<file path="src/rtl/add16_share_arb_if.sv">
// Request/result bundle shared by the requesters, the arbiter and the result consumer.
// master : requester side plus result consumer (drives operands and res_ready).
// slave  : arbiter side (drives req_ready, result fields and approx_cnt).
//
// Signals:
//   req_valid/req_ready  per-requester handshake, NREQ bits each
//   req_a/req_b          packed operands, requester i at [16i+15:16i]
//   req_exact            per-request exact-add select
//   res_valid/res_ready  result handshake
//   res_sum              17-bit sum, carry out in bit 16
//   res_id               index of the originating requester
//   approx_cnt           saturating count of approximate additions issued
interface add16_share_arb_if #(
   parameter int NREQ = 4,
   parameter int IDW  = 2
);
   logic [NREQ-1:0]    req_valid;
   logic [NREQ-1:0]    req_ready;
   logic [NREQ*16-1:0] req_a;
   logic [NREQ*16-1:0] req_b;
   logic [NREQ-1:0]    req_exact;
   logic               res_valid;
   logic               res_ready;
   logic [16:0]        res_sum;
   logic [IDW-1:0]     res_id;
   logic [15:0]        approx_cnt;

   modport master (
      output req_valid, req_a, req_b, req_exact, res_ready,
      input  req_ready, res_valid, res_sum, res_id, approx_cnt
   );

   modport slave (
      input  req_valid, req_a, req_b, req_exact, res_ready,
      output req_ready, res_valid, res_sum, res_id, approx_cnt
   );
endinterface

</file>
<file path="src/rtl/add16_share_arb.sv">
// Round-robin arbiter feeding one shared approximate 16-bit adder into a one-entry output register.
// Latency: operands accepted at a clk edge are on res_sum/res_id with res_valid=1 right after that edge.
// Backpressure: a full register with res_ready=0 holds its result and grants nobody; a drain and a new grant can share a cycle.
//
// Ports:
//   clk    single clock, rising edge
//   rst_n  asynchronous active-low reset; clears the register, pointer and counter, and masks req_ready
//   bus    add16_share_arb_if.slave (requests, result, approx_cnt)
// Parameters: NREQ requesters (2..8), IDW id width (at least clog2(NREQ)).
// Build option: define ADD16_EXACT_PATH_EN to add an exact 17-bit adder selected per request by req_exact.
module add16_share_arb #(
   parameter int NREQ = 4,
   parameter int IDW  = 2
) (
   input  logic             clk,
   input  logic             rst_n,
   add16_share_arb_if.slave bus
);

   typedef enum logic {
      ST_EMPTY = 1'b0,
      ST_FULL  = 1'b1
   } state_t;

   state_t         state_q, state_d;
   logic [IDW-1:0] ptr_q,   ptr_d;
   logic [16:0]    sum_q,   sum_d;
   logic [IDW-1:0] id_q,    id_d;
   logic [15:0]    cnt_q,   cnt_d;

   // ------------------------------------------------------------------
   // Round-robin search: first valid requester at or above ptr, wrapping.
   // ------------------------------------------------------------------
   logic           found;
   logic [IDW-1:0] win;
   logic [IDW:0]   idx;

   always_comb begin
      found = 1'b0;
      win   = '0;
      idx   = '0;
      for (int k = 0; k < NREQ; k++) begin
         // One extra bit so ptr+k never overflows before the wrap.
         idx = {1'b0, ptr_q} + (IDW+1)'(k);
         if (idx >= (IDW+1)'(NREQ)) begin
            idx = idx - (IDW+1)'(NREQ);
         end
         if (!found && bus.req_valid[idx[IDW-1:0]]) begin
            found = 1'b1;
            win   = idx[IDW-1:0];
         end
      end
   end

   // rst_n gates the grant so no requester sees ready while reset is held,
   // and the first acceptance can only happen at an edge after release.
   logic grant;
   assign grant = rst_n && found && ((state_q == ST_EMPTY) || bus.res_ready);

   assign bus.req_ready = grant ? (NREQ'(1) << win) : '0;

   // ------------------------------------------------------------------
   // Operand mux for the winner.
   // ------------------------------------------------------------------
   logic [15:0] a_sel;
   logic [15:0] b_sel;
   logic        exact_sel;

   always_comb begin
      a_sel     = '0;
      b_sel     = '0;
      exact_sel = 1'b0;
      for (int i = 0; i < NREQ; i++) begin
         if (win == IDW'(i)) begin
            a_sel     = bus.req_a[16*i +: 16];
            b_sel     = bus.req_b[16*i +: 16];
            exact_sel = bus.req_exact[i];
         end
      end
   end

   // ------------------------------------------------------------------
   // Shared approximate adder (add16u, 8-LUT variant).
   // Upper nine bits are a true add of the high bytes plus B[7] as carry-in;
   // the low byte is built from operand bits and copies of upper sum bits.
   // ------------------------------------------------------------------
   logic [8:0]  approx_hi;
   logic [16:0] sum_approx;

   assign approx_hi  = {1'b0, a_sel[15:8]} + {1'b0, b_sel[15:8]} + {8'b0, b_sel[7]};
   assign sum_approx = {approx_hi,                 // O16..O8
                        a_sel[7],                  // O7
                        a_sel[12] & b_sel[12],     // O6
                        b_sel[5],                  // O5
                        approx_hi[2],              // O4 = O10
                        approx_hi[3],              // O3 = O11
                        a_sel[8] ^ b_sel[8],       // O2
                        approx_hi[1],              // O1 = O9
                        a_sel[7]};                 // O0

   // Low operand bits the approximate adder never looks at.
   logic lsb_unused;
   assign lsb_unused = ^{a_sel[6:0], b_sel[6], b_sel[4:0]};

   // ------------------------------------------------------------------
   // Path select.
   // ------------------------------------------------------------------
   logic        use_exact;
   logic [16:0] sum_sel;

`ifdef ADD16_EXACT_PATH_EN
   logic [16:0] sum_exact;
   assign sum_exact = {1'b0, a_sel} + {1'b0, b_sel};
   assign use_exact = exact_sel;
   assign sum_sel   = use_exact ? sum_exact : sum_approx;
`else
   // Without the exact path every request is approximate and req_exact is ignored.
   logic exact_unused;
   assign exact_unused = exact_sel;
   assign use_exact    = 1'b0;
   assign sum_sel      = sum_approx;
`endif

   // ------------------------------------------------------------------
   // Output register FSM and bookkeeping, next-state logic.
   // ------------------------------------------------------------------
   always_comb begin
      state_d = state_q;
      sum_d   = sum_q;
      id_d    = id_q;
      ptr_d   = ptr_q;
      cnt_d   = cnt_q;

      case (state_q)
         ST_EMPTY: begin
            if (grant) begin
               state_d = ST_FULL;
            end
         end
         ST_FULL: begin
            // A drain with a simultaneous grant reloads and stays full.
            if (bus.res_ready && !grant) begin
               state_d = ST_EMPTY;
            end
         end
         default: begin
            state_d = ST_EMPTY;
         end
      endcase

      if (grant) begin
         sum_d = sum_sel;
         id_d  = win;
         ptr_d = (win == IDW'(NREQ-1)) ? '0 : win + 1'b1;
         if (!use_exact && (cnt_q != 16'hFFFF)) begin
            cnt_d = cnt_q + 16'd1;
         end
      end
   end

   always_ff @(posedge clk or negedge rst_n) begin
      if (!rst_n) begin
         state_q <= ST_EMPTY;
         sum_q   <= '0;
         id_q    <= '0;
         ptr_q   <= '0;
         cnt_q   <= '0;
      end else begin
         state_q <= state_d;
         sum_q   <= sum_d;
         id_q    <= id_d;
         ptr_q   <= ptr_d;
         cnt_q   <= cnt_d;
      end
   end

   assign bus.res_valid  = (state_q == ST_FULL);
   assign bus.res_sum    = sum_q;
   assign bus.res_id     = id_q;
   assign bus.approx_cnt = cnt_q;

endmodule

</file>
<file path="src/flat_wrapper.sv">
// flat-port wrapper written by rule: the top's interface ports become plain ports
module add16_share_arb_flat 
#(
   parameter int NREQ = 4,
   parameter int IDW  = 2
)
  (clk, rst_n, bus_req_valid, bus_req_a, bus_req_b, bus_req_exact, bus_res_ready, bus_req_ready, bus_res_valid, bus_res_sum, bus_res_id, bus_approx_cnt);
  add16_share_arb_if #(.NREQ(NREQ), .IDW(IDW)) bus_i ();
  input  logic clk;
  input  logic rst_n;
  input wire logic [$bits(bus_i.req_valid)-1:0] bus_req_valid;
  input wire logic [$bits(bus_i.req_a)-1:0] bus_req_a;
  input wire logic [$bits(bus_i.req_b)-1:0] bus_req_b;
  input wire logic [$bits(bus_i.req_exact)-1:0] bus_req_exact;
  input wire logic [$bits(bus_i.res_ready)-1:0] bus_res_ready;
  output wire logic [$bits(bus_i.req_ready)-1:0] bus_req_ready;
  output wire logic [$bits(bus_i.res_valid)-1:0] bus_res_valid;
  output wire logic [$bits(bus_i.res_sum)-1:0] bus_res_sum;
  output wire logic [$bits(bus_i.res_id)-1:0] bus_res_id;
  output wire logic [$bits(bus_i.approx_cnt)-1:0] bus_approx_cnt;
  assign bus_i.req_valid = bus_req_valid;
  assign bus_i.req_a = bus_req_a;
  assign bus_i.req_b = bus_req_b;
  assign bus_i.req_exact = bus_req_exact;
  assign bus_i.res_ready = bus_res_ready;
  assign bus_req_ready = bus_i.req_ready;
  assign bus_res_valid = bus_i.res_valid;
  assign bus_res_sum = bus_i.res_sum;
  assign bus_res_id = bus_i.res_id;
  assign bus_approx_cnt = bus_i.approx_cnt;
  add16_share_arb #(.NREQ(NREQ), .IDW(IDW)) u_core (.clk(clk), .rst_n(rst_n), .bus(bus_i));
endmodule
</file>
<file path="config.mk">
export PLATFORM = sky130hd
export DESIGN_NAME = add16_share_arb_flat
export DESIGN_NICKNAME = d
export VERILOG_FILES = /design/src/rtl/add16_share_arb_if.sv /design/src/rtl/add16_share_arb.sv /design/src/flat_wrapper.sv
export SDC_FILE = /design/constraint.sdc
export NUM_CORES = 1
export LEC_CHECK = 0
export BUFFER_PORTS_ARGS = -buffer_cell sky130_fd_sc_hd__buf_2
export CAP_MARGIN = 20
export CORE_UTILIZATION = 42
export DETAILED_ROUTE_END_ITERATION = 7
export PLACE_DENSITY = 0.9
export SYNTH_ARGS = -nofsm -noshare
export SYNTH_HDL_FRONTEND = slang
export SYNTH_SLANG_ARGS = --single-unit
</file>
<file path="constraint.sdc">
create_clock -name clk -period 4.9 [get_ports clk]
set_input_delay 0.245 -clock clk [delete_from_list [all_inputs] [get_ports clk]]
set_output_delay 0.245 -clock clk [all_outputs]
set_load 0.1 [all_outputs]
</file>
==> results of run 1 <==
-- registers in the layout, indices dropped and copies added (netlist names) --
signal and count:
u_core.bus.approx_cnt 16, u_core.bus.res_sum 13, u_core.bus.res_id 2, u_core.ptr_q 2, u_core.bus.res_valid 1
-- path summary, 6_finish.rpt --
path / endpoint
setup / recovery: u_core.bus.res_sum[14]
min in group clk: u_core.bus.res_sum[7]
setup reg to reg: u_core.bus.res_sum[14]
hold / removal: u_core.bus.res_sum[8]
hold reg to reg: u_core.bus.res_sum[8]
max in group asynchronous: u_core.bus.approx_cnt[15]
-- worst max-delay path, delay by kind of cell (launching register included) --
kind                     cells  cell delay (ns)
AND/OR/NAND/NOR              1             0.13
buffers and inverters        4             0.50
AO/OA/AOI/OAI                8             1.91
flip-flops                   1             0.35
adder cells (fa/ha/maj)      3             1.10
-- stage by stage --
stage / cell area (um2) / utilization, % / hold slack, ns
2_1_floorplan: 2569 / - / -0.05059
3_3_place_gp: 3206 / 54.14 / 0.3691
3_5_place_dp: 3206 / 54.14 / 0.3782
4_1_cts: 3312 / 55.94 / 0.06500
5_1_grt: 3327 / 56.19 / 0.1027
6_report: 3327 / 56.19 / 0.04012
-- cell type report --
type | count | area (um2) | share of cell area, %
clock buffer | 7 | 76.32 | 2.294
clock inverter | 1 | 30.03 | 0.9026
timing repair buffer | 129 | 670.6 | 20.16
multi-input combinational | 220 | 1560 | 46.90
tap | 75 | 93.84 | 2.821
sequential | 34 | 850.8 | 25.57
inverter | 12 | 45.04 | 1.354
-- synthesized netlist by cell type, types with 3 or more instances --
| cell type | instances |
|---|---|
| xnor2_1 | 10 |
| clkbuf_1 | 12 |
| and2_1 | 5 |
| inv_1 | 12 |
| buf_4 | 5 |
| buf_2 | 3 |
| o21ai_1 | 3 |
| a211o_1 | 4 |
| nand2_1 | 40 |
| nor3_1 | 3 |
| nand4_1 | 10 |
| a21oi_1 | 8 |
| nor2b_1 | 20 |
| o21ai_0 | 8 |
| nor2_1 | 6 |
| ha_1 | 13 |
| a221oi_1 | 19 |
| xor2_1 | 5 |
| o31ai_1 | 21 |
| dfrtp_1 | 34 |
| nand3_1 | 9 |
-- per-layer routing --
| layer | up-vias | wire [um] | track usage (%) |
|---|---|---|---|
| met2 | 119 | 3458 | 40.09 |
| met3 | 8 | 454 | 3.750 |
| li1 | 1294 | - | - |
| met5 | - | 0 | 0 |
| met4 | 0 | 71 | 7.321 |
| met1 | 1241 | 2955 | 27.46 |
-- power groups by stage --
stage | Clock, mW | Combinational [mW] | Sequential (mW)
3_5_place_dp | 0 | 1.94 | 0.463
5_1_grt | 0.271 | 2.09 | 0.472
6_report | 0.251 | 1.95 | 0.458
3_3_place_gp | 0 | 1.90 | 0.454
2_1_floorplan | 0 | 0.990 | 1.07
4_1_cts | 0.260 | 1.94 | 0.458
-- kinds of logic (layout without fill, tap and decap cells) --
group                    Yosys count  in the layout  synth area share (%)
AO/OA/AOI/OAI                     81             81                 24.31
XOR/XNOR                          15             15                 5.114
adder cells (fa/ha/maj)           15             15                 7.891
buffers and inverters             34            149                 6.137
flip-flops                        34             34                 33.12
multiplexers                       2              2                0.8767
AND/OR/NAND/NOR                  107            107                 22.55
==> impl_metrics.py, run 1 <==
metrics = {
    "status": {
        "status": "completed",
    },
    "route": {
        "avgRoutedWirePerCell_um": 14.52,
        "num_vias": 2662,
        "drt-pass1-iter-count": 4,
        "drt_iter0_drc": 94,
        "wirelength_um": 6939,
        "drtAntennaViolNets": 0,
        "routed_via_density": 5.569,
        "route.detailed.drc": 0,
    },
    "setup_path": {
        "cp-end-kind": "register",
        "critPathSlowestCell": "fa_1",
        "start_kind": "register",
        "cp_slowest_stage_delay_ns": 0.49,
        "path_cells": "inv_1, a221o_1, a22oi_1, buf_4, inv_1, ha_1, nor2b_1, buf_4, a221oi_1, o31ai_1, fa_1, fa_1, a21oi_1, o211ai_1, a211o_1, a31o_1",
        "setup.worst_path.class": "register to register",
        "critPathMaxFanout": 19,
        "r2r_cells": 16,
        "crit_required_ns": 5.07,
        "r2r-start": "u_core.ptr_q[0]",
        "cp_data_arrival_time_ns": 4.28,
        "startpoint": "u_core.ptr_q[0]",
        "r2r_slack_ns": 0.78,
    },
    "yosys": {
        "synth_top_flop_cell": "dfrtp_1",
        "synth.area.top_cells": "dfrtp_1 (33%), a221oi_1 (6.5%), ha_1 (6.3%)",
        "synth-seq-area-share_pct": 33.12,
        "synth_edf_count": 0,
        "async_flop_share_pct": 100.0,
        "synth_top_area_cell": "dfrtp_1",
        "avgSynthCellArea_um2": 8.919,
        "syn_area_um2": 2569,
        "synth_cell_type_count": 49,
        "netlist.area_leader.share_pct": 33.12,
        "synth_cells": 288,
        "yosysWarnings": 0,
        "syn-num-nets": 442,
        "ys_seq_elements": 34,
    },
    "power": {
        "max-vdd-ir-drop_mv": 0.6847,
        "seqPwrFrac_pct": 17.2,
        "p_total_mw": 2.655,
        "netSwitchingFraction_pct": 60.00,
        "p_leak_nw": 1.628,
        "switchingPower_mw": 1.593,
        "powerDensity_nw_per_um2": 798.0,
        "share_comb_of_total_power_pct": 73.3,
        "p_clk_share_pct": 9.5,
        "intPower_mw": 1.062,
    },
    "clock_network": {
        "cts_tree": "built",
        "cts_setup_buffers": 0,
        "clkTransAtPathRegs_ns": 0.07,
        "cts_resized": 0,
        "cts_sinks": 34,
        "hold_buffers": 0,
        "numCtsBuffers": 5,
        "clock_latency_ns": 0.28,
        "max-clock-path-buffers": 2,
        "clk_root_buffer_cell": "clkbuf_8",
        "htree_levels": 2,
    },
    "floorplan": {
        "die_area_um2": 6433,
        "die_h_um": 80.21,
        "core_um2": 5921,
        "fp.dieW_um": 80.21,
        "start_util_pct": 43.39,
        "pin_count": 179,
        "row_count": 28,
    },
    "grt": {
        "antenna_found_initial": 0,
        "grt_pass1_wl_um": 11320,
        "gr-total-overflow": 0,
        "grt_pass1_vias": 2510,
        "grt_max_degree": 36,
        "grt_usage_pct": 22.55,
    },
    "place": {
        "place_hpwl_um": 5472,
        "place_inst": 469,
        "pre_cts_ws_ns": 0.8167,
        "port_buffers": 122,
        "gp_congestion": 0.8394,
    },
    "sta": {
        "finalCriticalPeriod_ns": 4.115,
        "rsz0062_at_grt": "false",
        "setup_tns_ns": 0,
        "relSlewSlack_pct": 47.20,
        "drv_slew": 0,
        "tightest_slew_ns": 0.7920,
        "hold_violations": 0,
        "post-route-period-util_pct": 83.98,
        "max_clock_freq_mhz": 243.0,
        "fin_ws_ns": 0.7849,
        "finalSetupViolations": 0,
        "finClkSkew_ns": 0.007997,
    },
    "final_layout": {
        "fillerInstances": 564,
        "syn_to_final_growth_pct": 29.52,
        "fin_nets": 556,
        "final_cell_count_no_fill": 478,
        "final_common_cell": "buf_2",
        "n_antenna_cell": 0,
        "layout_common_cells": "buf_2 (122), nand2_1 (40), dfrtp_1 (34)",
        "layout-drive-gt1-share_pct": 34.99,
    },
    "run": {
        "drv_cap": 0,
    },
    "min_path": {
        "hold_path.class": "primary input to asynchronous set/reset pin",
    },
}
No activity file was read; power rests on OpenSTA's default activity.
==> run 2, diff against run 1 <==
Settings changed: CORE_UTILIZATION 42 to 38, PLACE_DENSITY 0.9 to 0.87.
Clock period 4.9 ns to 3.5 ns, I/O delays scaled along.
==> impl_metrics.py, run 2 (synthesis results as in run 1) <==
metrics = {
    "status": {
        "status": "finished with violations",
        "violations": "DRC",
    },
    "sta": {
        "drv_slew": 0,
        "finalCriticalPeriod_ns": 3.451,
        "finClkSkew_ns": 0.004410,
        "post-route-period-util_pct": 98.59,
        "fin_ws_ns": 0.04918,
        "hold_violations": 0,
        "whs_ns": 0.1843,
        "finalSetupViolations": 0,
        "tightest_slew_ns": 0.6248,
        "max_clock_freq_mhz": 289.8,
        "relSlewSlack_pct": 58.00,
        "setup_tns_ns": 0,
        "rsz0062_at_grt": "true",
    },
    "place": {
        "place_hpwl_um": 5704,
        "port_buffers": 122,
        "place_inst": 486,
        "pre_cts_ws_ns": -0.1833,
        "gp_congestion": 0.7965,
    },
    "setup_path": {
        "startpoint": "u_core.ptr_q[0]",
        "critPathMaxFanout": 5,
        "setup.worst_path.class": "register to register",
        "crit_top_cell": "fa_2",
        "cp_slowest_stage_delay_ns": 0.42,
        "critPathSlowestCell": "fa_2",
        "r2r-start": "u_core.ptr_q[0]",
        "crit_required_ns": 3.68,
        "cp-end-kind": "register",
        "cp_data_arrival_time_ns": 3.63,
        "start_kind": "register",
        "path_cells": "inv_2, a221o_1, a22oi_2, buf_4, ha_4, nor2b_4, a221oi_2, o31ai_2, fa_2, fa_2, a21oi_4, o211ai_1, a211o_1, a31o_1",
    },
    "route": {
        "drt_iter0_drc": 115,
        "drt-pass1-iter-count": 7,
        "num_vias": 2740,
        "avgRoutedWirePerCell_um": 15.06,
        "drtAntennaViolNets": 0,
        "route.detailed.drc": 16,
        "routed_via_density": 5.469,
        "wirelength_um": 7547,
    },
    "clock_network": {
        "htree_levels": 2,
        "clkTransAtPathRegs_ns": 0.07,
        "cts_sinks": 34,
        "clk_root_buffer_cell": "clkbuf_8",
        "cts_tree": "built",
        "clock_latency_ns": 0.29,
        "numCtsBuffers": 5,
        "max-clock-path-buffers": 2,
    },
    "grt": {
        "grt_pass1_wl_um": 12190,
        "gr-total-overflow": 0,
        "grt_pass1_vias": 2674,
        "grt_max_degree": 35,
        "antenna_found_initial": 0,
        "grt_usage_pct": 21.38,
    },
    "final_layout": {
        "fillerInstances": 537,
        "layout-drive-gt1-share_pct": 44.58,
        "n_antenna_cell": 0,
        "syn_to_final_growth_pct": 42.91,
        "layout_common_cells": "buf_2 (122), nand2_1 (40), dfrtp_1 (33)",
        "fin_nets": 577,
        "final_cell_count_no_fill": 501,
        "largest_reg_flops": 16,
        "final_common_cell": "buf_2",
    },
    "min_path": {
        "hold_path.class": "primary input to register",
        "hp-start": "bus_req_b[53]",
    },
    "power": {
        "powerDensity_nw_per_um2": 1148,
        "p_total_mw": 4.213,
        "max-vdd-ir-drop_mv": 0.5706,
        "p_leak_nw": 1.758,
    },
    "floorplan": {
        "die_area_um2": 7092,
        "start_util_pct": 40.00,
        "die_h_um": 84.22,
        "pin_count": 179,
        "core_um2": 6422,
        "row_count": 29,
        "fp.dieW_um": 84.22,
    },
    "run": {
        "drv_cap": 0,
    },
}
-- run 2: cell count changes in the layout (fill, tap and decap cells not counted), sizes merged --
cell	before	now
buf	129	149
dlygate4sd3	0	1
bufinv	1	0
clkinv	0	1
-- run 2: layer usage --
metal / up-vias / track usage, % / part of all wire [%]
met3: 9 / 4.031 / 5.9
met4: 0 / 6.113 / 1.3
met1: 1264 / 26.51 / 43
li1: 1340 / - / -
met2: 127 / 37.93 / 50
met5: - / 0 / 0
-- run 2: worst max-delay path: cells and delay by family, from the launching register on --
family	cells	cell delay, ns
AO/OA/AOI/OAI	8	1.71
adder cells (fa/ha/maj)	3	0.96
flip-flops	1	0.36
buffers and inverters	2	0.24
AND/OR/NAND/NOR	1	0.06
-- run 2: area by class of cell --
type,count,area [um2],share of cell area (%)
clock inverters,1,5.005,0.1363
well taps,77,96.34,2.624
clock buffers,7,86.33,2.352
inverters,12,45.04,1.227
multi-input cells,220,1747,47.58
repair buffers,150,839.6,22.87
flip-flops and latches,34,852.1,23.21
-- run 2: power by group --
group / switching [mW] / total, mW / internal (mW)
Sequential: 0.117 / 0.646 / 0.528
Combinational: 2.19 / 3.26 / 1.07
Clock: 0.144 / 0.302 / 0.159
-- run 2: metrics by stage --
step	area, um2	utilization [%]
detailed placement	3369	52.46
CTS	3565	55.50
finish	3671	57.16
global placement	3369	52.46
floorplan	2606	-
global route	3671	57.16
-- run 2: final timing paths --
| kind | to | slack, ns | cells after the start |
|---|---|---|---|
| min in group asynchronous | u_core.bus.approx_cnt[1] | 0.51 | 3 |
| setup reg to reg | u_core.bus.res_sum[14] | 0.05 | 14 |
| setup / recovery | u_core.bus.res_sum[14] | 0.05 | 14 |
| hold / removal | u_core.bus.res_sum[5] | 0.18 | 3 |
| max in group asynchronous | u_core.ptr_q[1] | 2.67 | 3 |
| hold reg to reg | u_core.bus.res_sum[12] | 0.49 | 2 |
-- run 2: repair_timing --
item / in CTS / in global routing
gates cloned: 0 / 0
pin swaps: 8 / 15
gates resized for setup: 13 / 20
setup buffers: 3 / 3
hold endpoints to repair: 34 / 0
endpoints found under the setup margin: 5 / 5
hold buffers: 1 / 0
==> run 3, diff against run 2 <==
Settings changed: REMOVE_ABC_BUFFERS from default to 1.
==> impl_metrics.py, run 3 (synthesis results as in run 1) <==
metrics = {
    "setup_path": {
        "critPathMaxFanout": 13,
        "critPathSlowestCell": "fa_2",
        "crit_top_cell": "fa_2",
        "r2r_slack_ns": 0.07,
        "start_kind": "register",
        "cp_data_arrival_time_ns": 3.59,
        "path_cells": "buf_4, a21oi_2, o21ai_2, o2bb2ai_4, ha_4, buf_8, a221oi_4, o31ai_4, fa_2, fa_2, a21oi_4, o21ai_1, o31ai_2, a21oi_1",
        "cp_slowest_stage_delay_ns": 0.43,
        "setup.worst_path.class": "register to register",
        "path_buf_inv": 2,
        "cp-end-kind": "register",
        "crit_required_ns": 3.67,
        "path_delay_family": "compound AO/OA/AOI/OAI gates",
    },
    "place": {
        "placed_area_um2": 3388,
        "gp_congestion": 0.8432,
        "pre_cts_ws_ns": -0.3448,
        "port_buffers": 122,
        "place_hpwl_um": 5880,
    },
    "floorplan": {
        "pin_count": 179,
        "core_um2": 6422,
        "die_area_um2": 7092,
        "fp.dieW_um": 84.22,
        "die_h_um": 84.22,
        "start_util_pct": 40.00,
        "row_count": 29,
    },
    "final_layout": {
        "syn_to_final_growth_pct": 46.03,
        "n_antenna_cell": 0,
        "layout-drive-gt1-share_pct": 45.96,
        "layout_common_cells": "buf_2 (122), nand2_1 (40), dfrtp_1 (34)",
        "final_common_cell": "buf_2",
        "largest_reg_flops": 16,
        "fin_nets": 586,
        "final_cell_area_um2": 3751,
    },
    "sta": {
        "fin_ws_ns": 0.07302,
        "whs_ns": 0.1788,
        "drv_slew": 0,
        "finalSetupViolations": 0,
        "max_clock_freq_mhz": 291.8,
        "finalCriticalPeriod_ns": 3.427,
        "finClkSkew_ns": 0.01053,
        "setup_tns_ns": 0,
        "tightest_slew_ns": 0.5491,
        "post-route-period-util_pct": 97.91,
        "relSlewSlack_pct": 63.09,
        "hold_violations": 0,
    },
    "clock_network": {
        "clk_root_buffer_cell": "clkbuf_8",
        "cts_sinks": 34,
        "clock_latency_ns": 0.29,
        "cts_tree": "built",
        "numCtsBuffers": 5,
        "max-clock-path-buffers": 2,
        "clkTransAtPathRegs_ns": 0.07,
        "htree_levels": 2,
    },
    "power": {
        "intPower_mw": 1.777,
        "netSwitchingFraction_pct": 58.02,
        "max-vdd-ir-drop_mv": 0.7925,
        "powerDensity_nw_per_um2": 1128,
        "switchingPower_mw": 2.456,
        "share_comb_of_total_power_pct": 77.8,
        "p_leak_nw": 1.802,
        "p_clk_share_pct": 7.2,
        "seqPwrFrac_pct": 15.0,
    },
    "route": {
        "routed_via_density": 5.465,
        "met1_length_um": 3334,
        "route.detailed.drc": 12,
        "drtAntennaViolNets": 0,
        "dr_wl_met2_um": 4027,
        "avgRoutedWirePerCell_um": 15.45,
        "wirelength_um": 7877,
        "drt-pass1-iter-count": 6,
        "routed.top_layer": "met4",
        "wl_met3_um": 453,
        "num_vias": 2787,
        "drt_iter0_drc": 153,
    },
    "grt": {
        "grt_usage_pct": 22.50,
        "antenna_found_initial": 0,
        "grt_pass1_wl_um": 12810,
        "grt_pass1_vias": 2704,
        "grt_max_degree": 35,
        "gr-total-overflow": 0,
    },
    "status": {
        "violations": "DRC",
        "status": "finished with violations",
    },
    "run": {
        "drv_cap": 0,
    },
    "min_path": {
        "hold_path.class": "primary input to register",
    },
}
[run 3: cell count changes in the layout (fill, tap and decap cells not counted), sizes merged]
cell  previous run  this run
buf            149       158
[run 3: worst min-delay path, delay by kind of cell]
family | cells | cell delay [ns]
buffers and inverters | 1 | 0.07
AO/OA/AOI/OAI | 2 | 0.18
[run 3: worst paths after layout]
kind,startpoint,to,cells after the start
hold reg to reg,u_core.bus.res_sum[2],u_core.bus.res_sum[2],2
setup / recovery,u_core.ptr_q[1],u_core.bus.res_sum[16],14
hold / removal,bus_req_a[55],u_core.bus.res_sum[7],3
min in group asynchronous,rst_n,u_core.ptr_q[0],3
setup reg to reg,u_core.ptr_q[1],u_core.bus.res_sum[16],14
max in group asynchronous,rst_n,u_core.bus.approx_cnt[3],3
[run 3: metrics by stage]
stage                     cells  utilization, %  total power, mW
after global placement      495           52.76            3.491
final                       510           58.41            4.233
after CTS                   505           55.50            3.995
after detailed placement    495           52.76            3.568
after floorplan             266               -            2.820
after global routing        510           58.41            4.503
[run 3: layout make-up]
| cell class | count | area (um2) |
|---|---|---|
| inverters | 12 | 45.04 |
| clock buffers | 7 | 86.33 |
| clock inverters | 1 | 5.005 |
| well taps | 77 | 96.34 |
| fillers | 577 | 2671 |
| flip-flops and latches | 34 | 850.8 |
| multi-input cells | 220 | 1749 |
| repair buffers | 159 | 918.4 |
[run 3: metal layers]
layer,track usage (%),vias to the layer above
met3,3.933,6
met1,28.59,1310
met5,0,-
li1,-,1355
met4,5.956,0
met2,39.49,116
[run 3: power groups by stage]
| stage | Combinational, mW | Clock (mW) | Sequential, mW |
|---|---|---|---|
| after detailed placement | 2.93 | 0 | 0.643 |
| after global placement | 2.86 | 0 | 0.634 |
| final | 3.29 | 0.304 | 0.637 |
| after CTS | 3.05 | 0.309 | 0.635 |
| after floorplan | 1.16 | 0 | 1.66 |
| after global routing | 3.52 | 0.324 | 0.655 |
[run 3: timing repair]
| action | in CTS | in global routing |
|---|---|---|
| pin swaps | 5 | 18 |
| hold buffers | 1 | 0 |
| buffers inserted | 1 | 5 |
| resized for setup | 16 | 31 |
| endpoints found under the hold margin | 34 | 0 |
| setup endpoints to repair | 5 | 5 |
